## src/rtl/placar_partida_pkg.sv

```systemverilog
// Shared types for the match scoreboard: FSM states and winner encodings.
package placar_pkg;

  typedef enum logic {
    JOGANDO = 1'b0,
    FIM     = 1'b1
  } estado_t;

  localparam logic [1:0] VENC_NENHUM = 2'b00;
  localparam logic [1:0] VENC_P1     = 2'b01;
  localparam logic [1:0] VENC_P2     = 2'b10;
  localparam logic [1:0] VENC_EMPATE = 2'b11;

endpackage

```

## src/rtl/placar_partida_detector_borda.sv

```systemverilog
// Rising-edge detector for a victory level: one pulse per 0->1 transition.
module detector_borda (
  input  logic clock,
  input  logic reset,
  input  logic in,
  output logic pulso
);

  logic hist_q;
  logic hist_d;

  always_comb hist_d = in;

  always_ff @(posedge clock or negedge reset) begin
    if (!reset) hist_q <= 1'b0;
    else        hist_q <= hist_d;
  end

  assign pulso = in & ~hist_q;

endmodule

```

## src/rtl/placar_partida.sv

```systemverilog
// Match scoreboard: per-player scores, end-of-match detection, winner latch and
// blinking LED bars (P1 fills from the MSB end, P2 from the LSB end).
module placar_partida
  import placar_pkg::*;
#(
  parameter int LED_W     = 16,
  parameter int PTS_MAX   = LED_W / 2,
  parameter int BLINK_DIV = 25_000_000
) (
  input  logic                           clock,
  input  logic                           reset,
  input  logic                           p1vic,
  input  logic                           p2vic,
  input  logic                           novo_jogo,
  output logic [LED_W-1:0]               LED,
  output logic [$clog2(PTS_MAX+1)-1:0]   p1pontos,
  output logic [$clog2(PTS_MAX+1)-1:0]   p2pontos,
  output logic                           fim_jogo,
  output logic [1:0]                     vencedor
);

  localparam int SW    = $clog2(PTS_MAX + 1);
  localparam int HALF  = LED_W / 2;
  localparam int CNT_W = (BLINK_DIV > 1) ? $clog2(BLINK_DIV) : 1;
  localparam logic [SW-1:0]    SCORE_MAX = SW'(PTS_MAX);
  localparam logic [CNT_W-1:0] CNT_LAST  = CNT_W'(BLINK_DIV - 1);

  function automatic logic [HALF-1:0] termometro(input logic [SW-1:0] pts);
    logic [HALF-1:0] bar;
    for (int k = 0; k < HALF; k++) bar[k] = (k < int'(pts));
    return bar;
  endfunction

  logic p1_pulso, p2_pulso;

  detector_borda u_borda_p1 (.clock(clock), .reset(reset), .in(p1vic), .pulso(p1_pulso));
  detector_borda u_borda_p2 (.clock(clock), .reset(reset), .in(p2vic), .pulso(p2_pulso));

  estado_t          estado_q, estado_d;
  logic [SW-1:0]    p1_q, p1_d, p2_q, p2_d;
  logic [1:0]       venc_q, venc_d;
  logic [CNT_W-1:0] cnt_q, cnt_d;
  logic             blink_q, blink_d;
  logic [LED_W-1:0] led_q, led_d;
  logic [HALF-1:0]  bar1, bar2;
  logic             on1, on2;

  always_comb begin
    estado_d = estado_q;
    p1_d     = p1_q;
    p2_d     = p2_q;
    venc_d   = venc_q;
    cnt_d    = cnt_q;
    blink_d  = blink_q;
    if (novo_jogo) begin
      estado_d = JOGANDO;
      p1_d     = '0;
      p2_d     = '0;
      venc_d   = VENC_NENHUM;
      cnt_d    = '0;
      blink_d  = 1'b0;
    end else if (estado_q == JOGANDO) begin
      if (p1_pulso && (p1_q < SCORE_MAX)) p1_d = p1_q + SW'(1);
      if (p2_pulso && (p2_q < SCORE_MAX)) p2_d = p2_q + SW'(1);
      if ((p1_d == SCORE_MAX) || (p2_d == SCORE_MAX)) begin
        estado_d = FIM;
        cnt_d    = '0;
        blink_d  = 1'b0;
        if ((p1_d == SCORE_MAX) && (p2_d == SCORE_MAX)) venc_d = VENC_EMPATE;
        else if (p1_d == SCORE_MAX)                     venc_d = VENC_P1;
        else                                            venc_d = VENC_P2;
      end
    end else begin
      if (cnt_q == CNT_LAST) begin
        cnt_d   = '0;
        blink_d = ~blink_q;
      end else begin
        cnt_d = cnt_q + CNT_W'(1);
      end
    end
  end

  // Display decode works from the registered state, so LED trails scores by one clock.
  always_comb begin
    bar1  = termometro(p1_q);
    bar2  = termometro(p2_q);
    on1   = (estado_q != FIM) || !venc_q[0] || blink_q;
    on2   = (estado_q != FIM) || !venc_q[1] || blink_q;
    led_d = '0;
    for (int k = 0; k < HALF; k++) begin
      led_d[LED_W-1-k] = bar1[k] & on1;
      led_d[k]         = bar2[k] & on2;
    end
  end

  always_ff @(posedge clock or negedge reset) begin
    if (!reset) begin
      estado_q <= JOGANDO;
      p1_q     <= '0;
      p2_q     <= '0;
      venc_q   <= VENC_NENHUM;
      cnt_q    <= '0;
      blink_q  <= 1'b0;
      led_q    <= '0;
    end else begin
      estado_q <= estado_d;
      p1_q     <= p1_d;
      p2_q     <= p2_d;
      venc_q   <= venc_d;
      cnt_q    <= cnt_d;
      blink_q  <= blink_d;
      led_q    <= led_d;
    end
  end

  assign LED      = led_q;
  assign p1pontos = p1_q;
  assign p2pontos = p2_q;
  assign fim_jogo = (estado_q == FIM);
  assign vencedor = venc_q;

endmodule

```

## config.mk

```make
export PLATFORM = sky130hd
export DESIGN_NAME = placar_partida
export DESIGN_NICKNAME = d
export VERILOG_FILES = /design/src/rtl/placar_partida_pkg.sv /design/src/rtl/placar_partida_detector_borda.sv /design/src/rtl/placar_partida.sv
export SDC_FILE = /design/constraint.sdc
export NUM_CORES = 1
export LEC_CHECK = 0
export ABC_AREA = 1
export BUFFER_PORTS_ARGS = -buffer_cell sky130_fd_sc_hd__buf_2
export CORE_MARGIN = 5
export CORE_UTILIZATION = 45
export CTS_CLUSTER_DIAMETER = 30
export CTS_CLUSTER_SIZE = 16
export DETAILED_ROUTE_END_ITERATION = 6
export PLACE_DENSITY = 0.71
export SLEW_MARGIN = 20
export SYNTH_ARGS = -nofsm -noshare
export SYNTH_HDL_FRONTEND = slang
export SYNTH_SLANG_ARGS = --single-unit
```

## constraint.sdc

```tcl
create_clock -name clock -period 1.4 [get_ports clock]
set_input_delay 0.28 -clock clock [delete_from_list [all_inputs] [get_ports clock]]
set_output_delay 0.28 -clock clock [all_outputs]
set_load 0.1 [all_outputs]
```

* Word-level counts from Yosys, hierarchy flattened
Cells that the tools add are included.
** Storage, ports and cells
- Register bits :: 55
- Output and inout port bits :: 27
- Word-level logic and storage cells :: 97
** Cells by class
- $add $sub $neg :: 3
- Order comparisons :: 18
- Equality and inequality tests :: 5
- Multiplexer cells :: 26
- Bitwise logic cells :: 22
- Reductions and logical operators :: 14
** Operators with widths (number)
- $mux W25 :: 4
- $mux W4 :: 10
- $lt A3 B4 Y1 const A :: 8
- $add A25 B1 Y25 const B :: 1
- $eq A25 B25 Y1 const B :: 1
- $and A1 B1 Y1 :: 18
- $lt A1 B4 Y1 const A :: 4
- $lt A2 B4 Y1 const A :: 4
- $mux W2 :: 5
- $add A4 B1 Y4 const B :: 2
- $eq A4 B4 Y1 const B :: 2
- $lt A4 B4 Y1 const B :: 2
- $mux W1 :: 7
- $logic_or A1 B1 Y1 :: 5
- $not A1 Y1 :: 4
- $reduce_and A2 Y1 :: 2
- $logic_and A1 B1 Y1 :: 3
- $ne A3 B2 Y1 const B :: 1
- $reduce_bool A3 Y1 :: 1
- $logic_not A1 Y1 :: 2
- $ne A2 B2 Y1 const B :: 1
- $reduce_bool A2 Y1 :: 1

* Logic depth before layout (Yosys ltp)
Gate-level depths: netlist (run 1).
- Depth in word-level cells :: 12
- Gate-level depth with buffers :: 13
- Depth with buffers taken out :: 12

* Cells and area by module
Synthesis (run 1) repeated with hierarchy kept, for this count alone.
** Second synthesis, totals
- Cell total of the unflattened synthesis :: 424
- Area total of the unflattened synthesis :: 3090.5 um^2
** Modules (own cells, without submodules)
- placar_partida :: instances 1, cells an instance 418, area an instance 3020.4 um^2, sequential area each 1326.3 um^2
- detector_borda :: instances 2, cells an instance 3, area an instance 35.0 um^2, sequential area each 25.0 um^2

* Worst setup path after synthesis (run 1)
No wires, ideal clock.
- Kind :: reg-to-reg
- From :: register p2_q[0], in the netlist p2pontos[0]
- To :: register cnt_q[20]
- Setup time :: 118 ps
- Data arrival time :: 2179 ps
- Data required time :: 1282 ps
- Slack :: -897 ps
- Cell stages (with the launch flop) :: 12
- Path buffers :: 1
- Path through :: dfrtp_1 > inv_1 > ha_1 > nand3_1 > nand2_1 > nor2_2 > nand2_2 > nand3_4 > inv_4 > buf_12 > nand2_2 > nand2_1
** On the way
- Longest elaborated chain between the ends :: 8
** Ends and longest elaborated chain
- start: declaration :: line placar_partida.sv:40 : logic [SW-1:0] p1_q, p1_d, p2_q, p2_d;
- start signal: assignment :: line placar_partida.sv:108 : p2_q <= p2_d;
- $lt A4 B4 Y1 :: line placar_partida.sv:64 : if (p2_pulso && (p2_q < SCORE_MAX)) p2_d = p2_q + SW'(1);
- $logic_and A1 B1 Y1 :: line placar_partida.sv:64
- $mux W4 (*) :: line placar_partida.sv:64
- $mux W4 (*) :: line placar_partida.sv:62 : end else if (estado_q == JOGANDO) begin
- $mux W4 (*) :: line placar_partida.sv:55 : if (novo_jogo) begin
- $eq A4 B4 Y1 (*) :: line placar_partida.sv:65 : if ((p1_d == SCORE_MAX) || (p2_d == SCORE_MAX)) begin
- $logic_or A1 B1 Y1 (*) :: line placar_partida.sv:65
- $reduce_bool A3 Y1 (no line) (*)
- end signal: assignment :: line placar_partida.sv:110 : cnt_q <= cnt_d;
- end: declaration :: line placar_partida.sv:42 : logic [CNT_W-1:0] cnt_q, cnt_d;
Every way passes the cells marked *; elsewhere a longest branch is shown, timed or not. The select of a mux whose other input is x is not followed.
A chain may end at the register's enable or synchronous reset.

* Worst setup path after layout (run 1)
- From :: register p1_q[0], in the netlist p1pontos[0]
- To :: register cnt_q[10]
** On the way
- Longest elaborated chain between the ends :: 8
** Ends and longest elaborated chain
- start: declaration :: line placar_partida.sv:40
- start signal: assignment :: line placar_partida.sv:107 : p1_q <= p1_d;
- $lt A4 B4 Y1 :: line placar_partida.sv:63 : if (p1_pulso && (p1_q < SCORE_MAX)) p1_d = p1_q + SW'(1);
- $logic_and A1 B1 Y1 :: line placar_partida.sv:63
- $mux W4 (*) :: line placar_partida.sv:63
- $mux W4 (*) :: line placar_partida.sv:62
- $mux W4 (*) :: line placar_partida.sv:55
- $eq A4 B4 Y1 (*) :: line placar_partida.sv:65
- $logic_or A1 B1 Y1 (*) :: line placar_partida.sv:65
- $reduce_bool A3 Y1 (no line) (*)
Marks and branches as above.

==> impl_metrics.env, run 1 <==
export IMPL_die_width_um=94.8
export IMPL_critPathLaunchType="flip-flop"
export IMPL_rsz0062_at_grt="yes"
export IMPL_place_area_um2=4090
export IMPL_ys_seq_area_share_pct=42.5
export IMPL_cp_startpoint="p1pontos[0]"
export IMPL_drive_gt1_share_pct=38.3
export IMPL_antenna_found_initial=0
export IMPL_dp_hpwl_um=6030
export IMPL_synth_area_leaders="dfrtp_1 43%, nand2_1 15%, nor2_1 6.4%, nand3_1 5.1%, inv_1 4.8%"
export IMPL_yosys_warnings=0
export IMPL_finalPower_mw=3.01
export IMPL_holdCritPathClass="in2reg"
export IMPL_fin_worst_skew_ps=11.3
export IMPL_ir_drop_uv=439
export IMPL_max_slew_margin_rel_pct=67.5
export IMPL_worst_setup_path_end_kind="flip-flop"
export IMPL_gp_congestion=0.946
export IMPL_start_util_pct=45.4
export IMPL_first_pass_iters=4
export IMPL_cap_violations=0
export IMPL_yosys_area_top_type="dfrtp_1"
export IMPL_syn_area_um2=3240
export IMPL_cts_made_buffers=5
export IMPL_worstMarginPinSlew_ps=491
export IMPL_fin_ws_ps=-387
export IMPL_wirelength_um=8780
export IMPL_powerDensity_nw_per_um2=667
export IMPL_r2r_start="p1pontos[0]"
export IMPL_die_area_um2=8990
export IMPL_port_buffer_count=31
export IMPL_async_flop_share_pct=100
export IMPL_netlist_instances=438
export IMPL_required_ps=1650
export IMPL_multiInputGateArea_um2=1730
export IMPL_area_growth_pct=39.3
export IMPL_cts_buffer_depth=2
export IMPL_min_period_ps=1790
export IMPL_synth_edf_count=0
export IMPL_cts_sinks=55
export IMPL_io_pins=32
export IMPL_hold_viol_final=0
export IMPL_r2r_setup_slack_ps=-390
export IMPL_synthFlopType="dfrtp_1"
export IMPL_grt_pass1_vias=3274
export IMPL_num_vias=3241
export IMPL_chipHeight_um=94.8
export IMPL_fillers=615
export IMPL_ys_types=31
export IMPL_synth_nets=448
export IMPL_wire_per_inst_um=13.7
export IMPL_nNetsFinal=552
export IMPL_crit_chain="ha_4 > inv_1 > nand2_1 > nand2_1 > nand2_2 > nand2_2 > nor2_4 > nand2_4 > nand3_4 > buf_6 > o21ai_2"
export IMPL_max_freq_ghz=0.559
export IMPL_ant_nets=0
export IMPL_cp_arrival_ps=2040
export IMPL_rows=31
export IMPL_synth_top_area_share_pct=42.5
export IMPL_worstHoldStart="p2vic"
export IMPL_cp_slowest_cell="dfrtp_4"
export IMPL_grt_pass1_wl_um=14600
export IMPL_antennaDiodeCount=0
export IMPL_gr_total_overflow=0
export IMPL_post_route_drc_count=0
export IMPL_core_area_um2=7140
export IMPL_clk_pin_slew_ps=120
export IMPL_ctsHtreeMaxLevel=2
export IMPL_seq_area_um2=1400
export IMPL_synth_seq_cells=55
export IMPL_drv_slew=0
export IMPL_cts_root_buffer="clkbuf_8"
export IMPL_period_share_pct=128
export IMPL_criticalPathCategory="reg2reg"
export IMPL_cts_tree="done"
export IMPL_avgSynthCellArea_um2=7.39
export IMPL_power_leakage_nw=2.24
export IMPL_cp_slowest_stage_delay_ps=530
export IMPL_netlist_top_cells_count="128 x nand2_1, 55 x dfrtp_1, 55 x nor2_1, 41 x inv_1, 33 x nand3_1"
export IMPL_routed_via_density=5.05
export IMPL_violations="negative setup slack"
export IMPL_clk_insertion_delay_late_ps=320
export IMPL_grt_use_total_pct=20.2
export IMPL_grt_max_degree=56
export IMPL_fin_area_um2=4510
export IMPL_setup_viol=35
export IMPL_status="complete, but fails checks"
export IMPL_drtIter0Drc=159
export IMPL_path_max_fanout=7
export IMPL_yosysMostFrequentCell="nand2_1"
critical path, delay by kind of cell, from the launching register on:
| family | cells | cell delay [ps] |
|---|---|---|
| AOI/OAI and AO/OA | 1 | 110 |
| adders and majority gates | 1 | 180 |
| buffers and inverters | 2 | 290 |
| DFF | 1 | 530 |
| and+or+nand+nor | 7 | 600 |
cell usage in the layout, fill, tap and decap left out, drive strengths merged, types with 4 or more instances in the layout:
cell type and count:
nand2 150, buf 95, nor2 67, inv 56, dfrtp 55, nand3 38, o21ai 24, nand4 15
clkbuf 13, xor2 6, ha 5, o31ai 4
where the power goes:
part | switching (mW) | internal [mW] | total (mW)
Sequential | 0.0169 | 1.61 | 1.63
Clock | 0.595 | 0.373 | 0.968
Combinational | 0.274 | 0.142 | 0.416
Total | 0.886 | 2.12 | 3.01
metrics by stage:
| stage | setup TNS, ps | utilization (%) | std cells | worst slack (ps) | hold slack, ps |
|---|---|---|---|---|---|
| floorplan | -9450 | - | 438 | -394 | -15.6 |
| finish | -10200 | 63.2 | 642 | -387 | 106 |
| global route | -12980 | 63.2 | 642 | -466 | 97.8 |
| CTS | -7900 | 60.1 | 632 | -287 | 93.2 |
| detailed placement | -7350 | 57.3 | 619 | -309 | 303 |
| global placement | -5570 | 57.3 | 619 | -228 | 303 |
path summary, 6_finish.rpt:
path / end / cells after the start
max in group asynchronous: fim_jogo / 3
hold / removal: u_borda_p2.hist_q / 1
setup reg to reg: cnt_q[10] / 11
min in group asynchronous: cnt_q[21] / 3
setup / recovery: cnt_q[10] / 11
hold reg to reg: blink_q / 2
cell type report:
type / instances / area share [%]
clock inverter: 3 / 0.610
clock buffer: 5 / 1.53
inverter: 55 / 5.02
timing repair buffer: 104 / 20.5
timing repair inverter: 1 / 0.194
sequential: 55 / 31.1
tap: 99 / 2.75
multi-input combinational: 320 / 38.4
cell families (layout without fill, tap and decap cells):
kind of cell / after synthesis / count (layout) / synth area share, %
and+or+nand+nor: 274 / 274 / 39.3
buffers and inverters: 63 / 168 / 8.46
DFF: 55 / 55 / 42.5
AOI/OAI and AO/OA: 33 / 33 / 5.64
xor gates and xnor gates: 8 / 8 / 2.16
adders and majority gates: 5 / 5 / 1.93
routing by layer:
metal,global-route usage (%),vias to the layer above,share of wire [%],routed length (µm)
li1,-,1592,-,-
met1,24.1,1542,42,3710
met4,7.69,0,2.8,244
met2,36.2,82,52,4540
met5,0,-,0,0
met3,3.11,25,3.2,283
registers in the layout, summed over array words and instances, names as in the netlist:
register	cells
blink_q	1
u_borda_p2.hist_q	1
u_borda_p1.hist_q	1
p2pontos	4
p1pontos	4
LED	16
fim_jogo	1
cnt_q	25
vencedor	2
repair_timing:
action                                 in CTS  in global routing
pin swaps                                   2                 15
cloned                                      1                  1
hold buffers                                1                  0
endpoints found under the hold margin      55                  0
setup endpoints to repair                  35                 46
buffers inserted                            3                  9
gates resized for setup                    20                 42
Note: power is estimated with default switching activity, not from simulation.
==> inputs of run 2 (changes only) <==
Settings changed: CORE_UTILIZATION 45 to 55, CTS_BUF_LIST set to sky130_fd_sc_hd__clkbuf_4 sky130_fd_sc_hd__clkbuf_8, PLACE_DENSITY 0.71 to 0.83.
==> run 2 against run 1 <==
The flow still finishes with violations (negative setup slack). Routed wire length is 8.6% higher. Count of clock-buffer cells in the layout is 1 higher. Core utilization grew 12 points. Design area decreased by 3.2%. Combinational power is 6.2% lower. Flip-flop and latch count is the same. Die area shrank 16%. Worst setup slack improved by 55 ps. Power down 0.82%. Maximum frequency up 3.2%. Cell count fell by 3.9%. First-iteration DRC count up 98%. Largest cell class unchanged.
==> impl_metrics.env, run 2 (synthesized netlist as in run 1, its figures left out) <==
export IMPL_grt_max_degree=37
export IMPL_r2r_start="p2pontos[0]"
export IMPL_holdCritPathClass="in2reg"
export IMPL_grt_pass1_vias=3403
export IMPL_violations="negative setup slack"
export IMPL_worst_setup_path_end_kind="flip-flop"
export IMPL_cts_sinks=55
export IMPL_fin_worst_skew_ps=10.8
export IMPL_final_common_cell="nand2_1"
export IMPL_final_cells=617
export IMPL_first_pass_iters=5
export IMPL_core_area_um2=5820
export IMPL_finalPower_mw=2.98
export IMPL_worstHoldStart="p2vic"
export IMPL_cap_violations=0
export IMPL_period_share_pct=124
export IMPL_clk_pin_slew_ps=110
export IMPL_power_leakage_nw=2.19
export IMPL_path_max_fanout=3
export IMPL_grtUsageMet2_pct=47.7
export IMPL_fin_ws_ps=-332
export IMPL_nNetsFinal=551
export IMPL_final_util_pct=75.1
export IMPL_top_register="cnt_q"
export IMPL_setup_tns_final_ps=-8270
export IMPL_area_growth_pct=34.9
export IMPL_die_area_um2=7520
export IMPL_grt_busiest_layer="met2"
export IMPL_post_place_ws_ps=-316
export IMPL_largest_register_ffs=25
export IMPL_p_comb_share_pct=13.1
export IMPL_dp_hpwl_um=6390
export IMPL_max_freq_ghz=0.577
export IMPL_required_ps=1620
export IMPL_grt_util_met3_pct=3.52
export IMPL_p_sw_mw=0.848
export IMPL_setup_viol=36
export IMPL_io_pins=32
export IMPL_cts_buffer_depth=2
export IMPL_critPathLaunchType="flip-flop"
export IMPL_routed_via_density=5.53
export IMPL_post_route_drc_count=0
export IMPL_cts_tree="done"
export IMPL_rows=28
export IMPL_worstMarginPinSlew_ps=491
export IMPL_layout_common_cells="126 x nand2_1, 69 x buf_4, 54 x nor2_1"
export IMPL_criticalPathCategory="reg2reg"
export IMPL_antennaDiodeCount=0
export IMPL_grt_use_met1_pct=32.5
export IMPL_drive_gt1_share_pct=35.6
export IMPL_hold_path_cell_count=1
export IMPL_cts_made_buffers=5
export IMPL_hold_viol_final=0
export IMPL_ctsHtreeMaxLevel=2
export IMPL_ant_nets=0
export IMPL_cp_startpoint="p2pontos[0]"
export IMPL_clockPowerShare_pct=32.5
export IMPL_sw_frac_of_total_pct=28.4
export IMPL_rsz0062_at_grt="yes"
export IMPL_clk_insertion_delay_late_ps=320
export IMPL_seq_area_um2=1400
export IMPL_chipHeight_um=86.7
export IMPL_min_period_ps=1730
export IMPL_gp_congestion=0.934
export IMPL_sequentialPowerShare_pct=54.4
export IMPL_grt_use_total_pct=26.5
export IMPL_start_util_pct=55.7
export IMPL_wirelength_um=9530
export IMPL_drtIter0Drc=315
export IMPL_drv_slew=0
export IMPL_port_buffer_count=31
export IMPL_grt_pass1_wl_um=15700
export IMPL_placedCellCount=598
export IMPL_multiInputGateArea_um2=1670
export IMPL_cts_root_buffer="clkbuf_8"
export IMPL_die_width_um=86.7
export IMPL_num_vias=3413
export IMPL_max_slew_margin_rel_pct=67.5
export IMPL_p_int_mw=2.14
export IMPL_antenna_found_initial=0
export IMPL_rr_worst_depth=10
export IMPL_status="complete, but fails checks"
export IMPL_ir_drop_uv=696
export IMPL_fillers=417
export IMPL_powerDensity_nw_per_um2=683
export IMPL_wire_per_inst_um=15.4
export IMPL_cp_arrival_ps=1950
export IMPL_gr_total_overflow=0
## run 2: cell types whose count changed in the layout (fill, tap and decap cells not counted), sizes merged
| cell | change |
|---|---|
| buf | +2 |
| inv | -2 |
| clkbuf | -1 |
## run 2: cell type report
type                            count  area share, %
Multi-Input combinational cell    320           38.2
Sequential cell                    55           32.1
Timing Repair Buffer              104           20.3
Inverter                           55           4.90
Tap cell                           75           2.15
Clock buffer                        6           1.89
Clock inverter                      2          0.372
## run 2: routing by layer
layer | share of wire [%] | vias up | wire [µm]
li1 | - | 1595 | -
met4 | 3.0 | 0 | 286
met5 | 0 | - | 0
met3 | 5.6 | 34 | 529
met1 | 41 | 1620 | 3880
met2 | 51 | 164 | 4840
## run 2: worst paths after layout
check                                         end  slack [ps]
worst max-delay path                  vencedor[0]        -330
worst min-delay path            u_borda_p2.hist_q         110
worst max register to register        vencedor[0]        -330
worst min register to register          cnt_q[24]         560
max in group asynchronous                 LED[11]         580
min in group asynchronous               cnt_q[19]         480
## run 2: power by group through the flow
stage          sequential, mW  clock [mW]  combinational (mW)
4_1_cts                  1.62       0.991               0.373
3_5_place_dp             1.65           0               0.351
3_3_place_gp             1.65           0               0.347
5_1_grt                  1.63        1.06               0.417
6_report                 1.62       0.971               0.390
2_1_floorplan            1.76           0              0.0982
## run 2: stage by stage
stage          instance area, µm²  hold WS (ps)
2_1_floorplan                3280         -15.6
6_report                     4370           112
5_1_grt                      4370           111
3_3_place_gp                 4080           297
4_1_cts                      4280           104
3_5_place_dp                 4080           288
## run 2: timing repair
action | in CTS | in global routing
buffers inserted | 5 | 5
resized for setup | 16 | 17
endpoints found under the setup margin | 35 | 43
endpoints found under the hold margin | 51 | 0
pin swaps | 1 | 7
hold buffers | 1 | 0
## run 2: critical path: stages (launching register included)
cell and delay, ps:
dfrtp_4 530, inv_2 100, ha_4 200, nand3_1 90
nand2_2 90, nor2_4 140, nand2_2 80, nand2_1 100
nand2_1 100, nand3_1 130, nand2_1 70
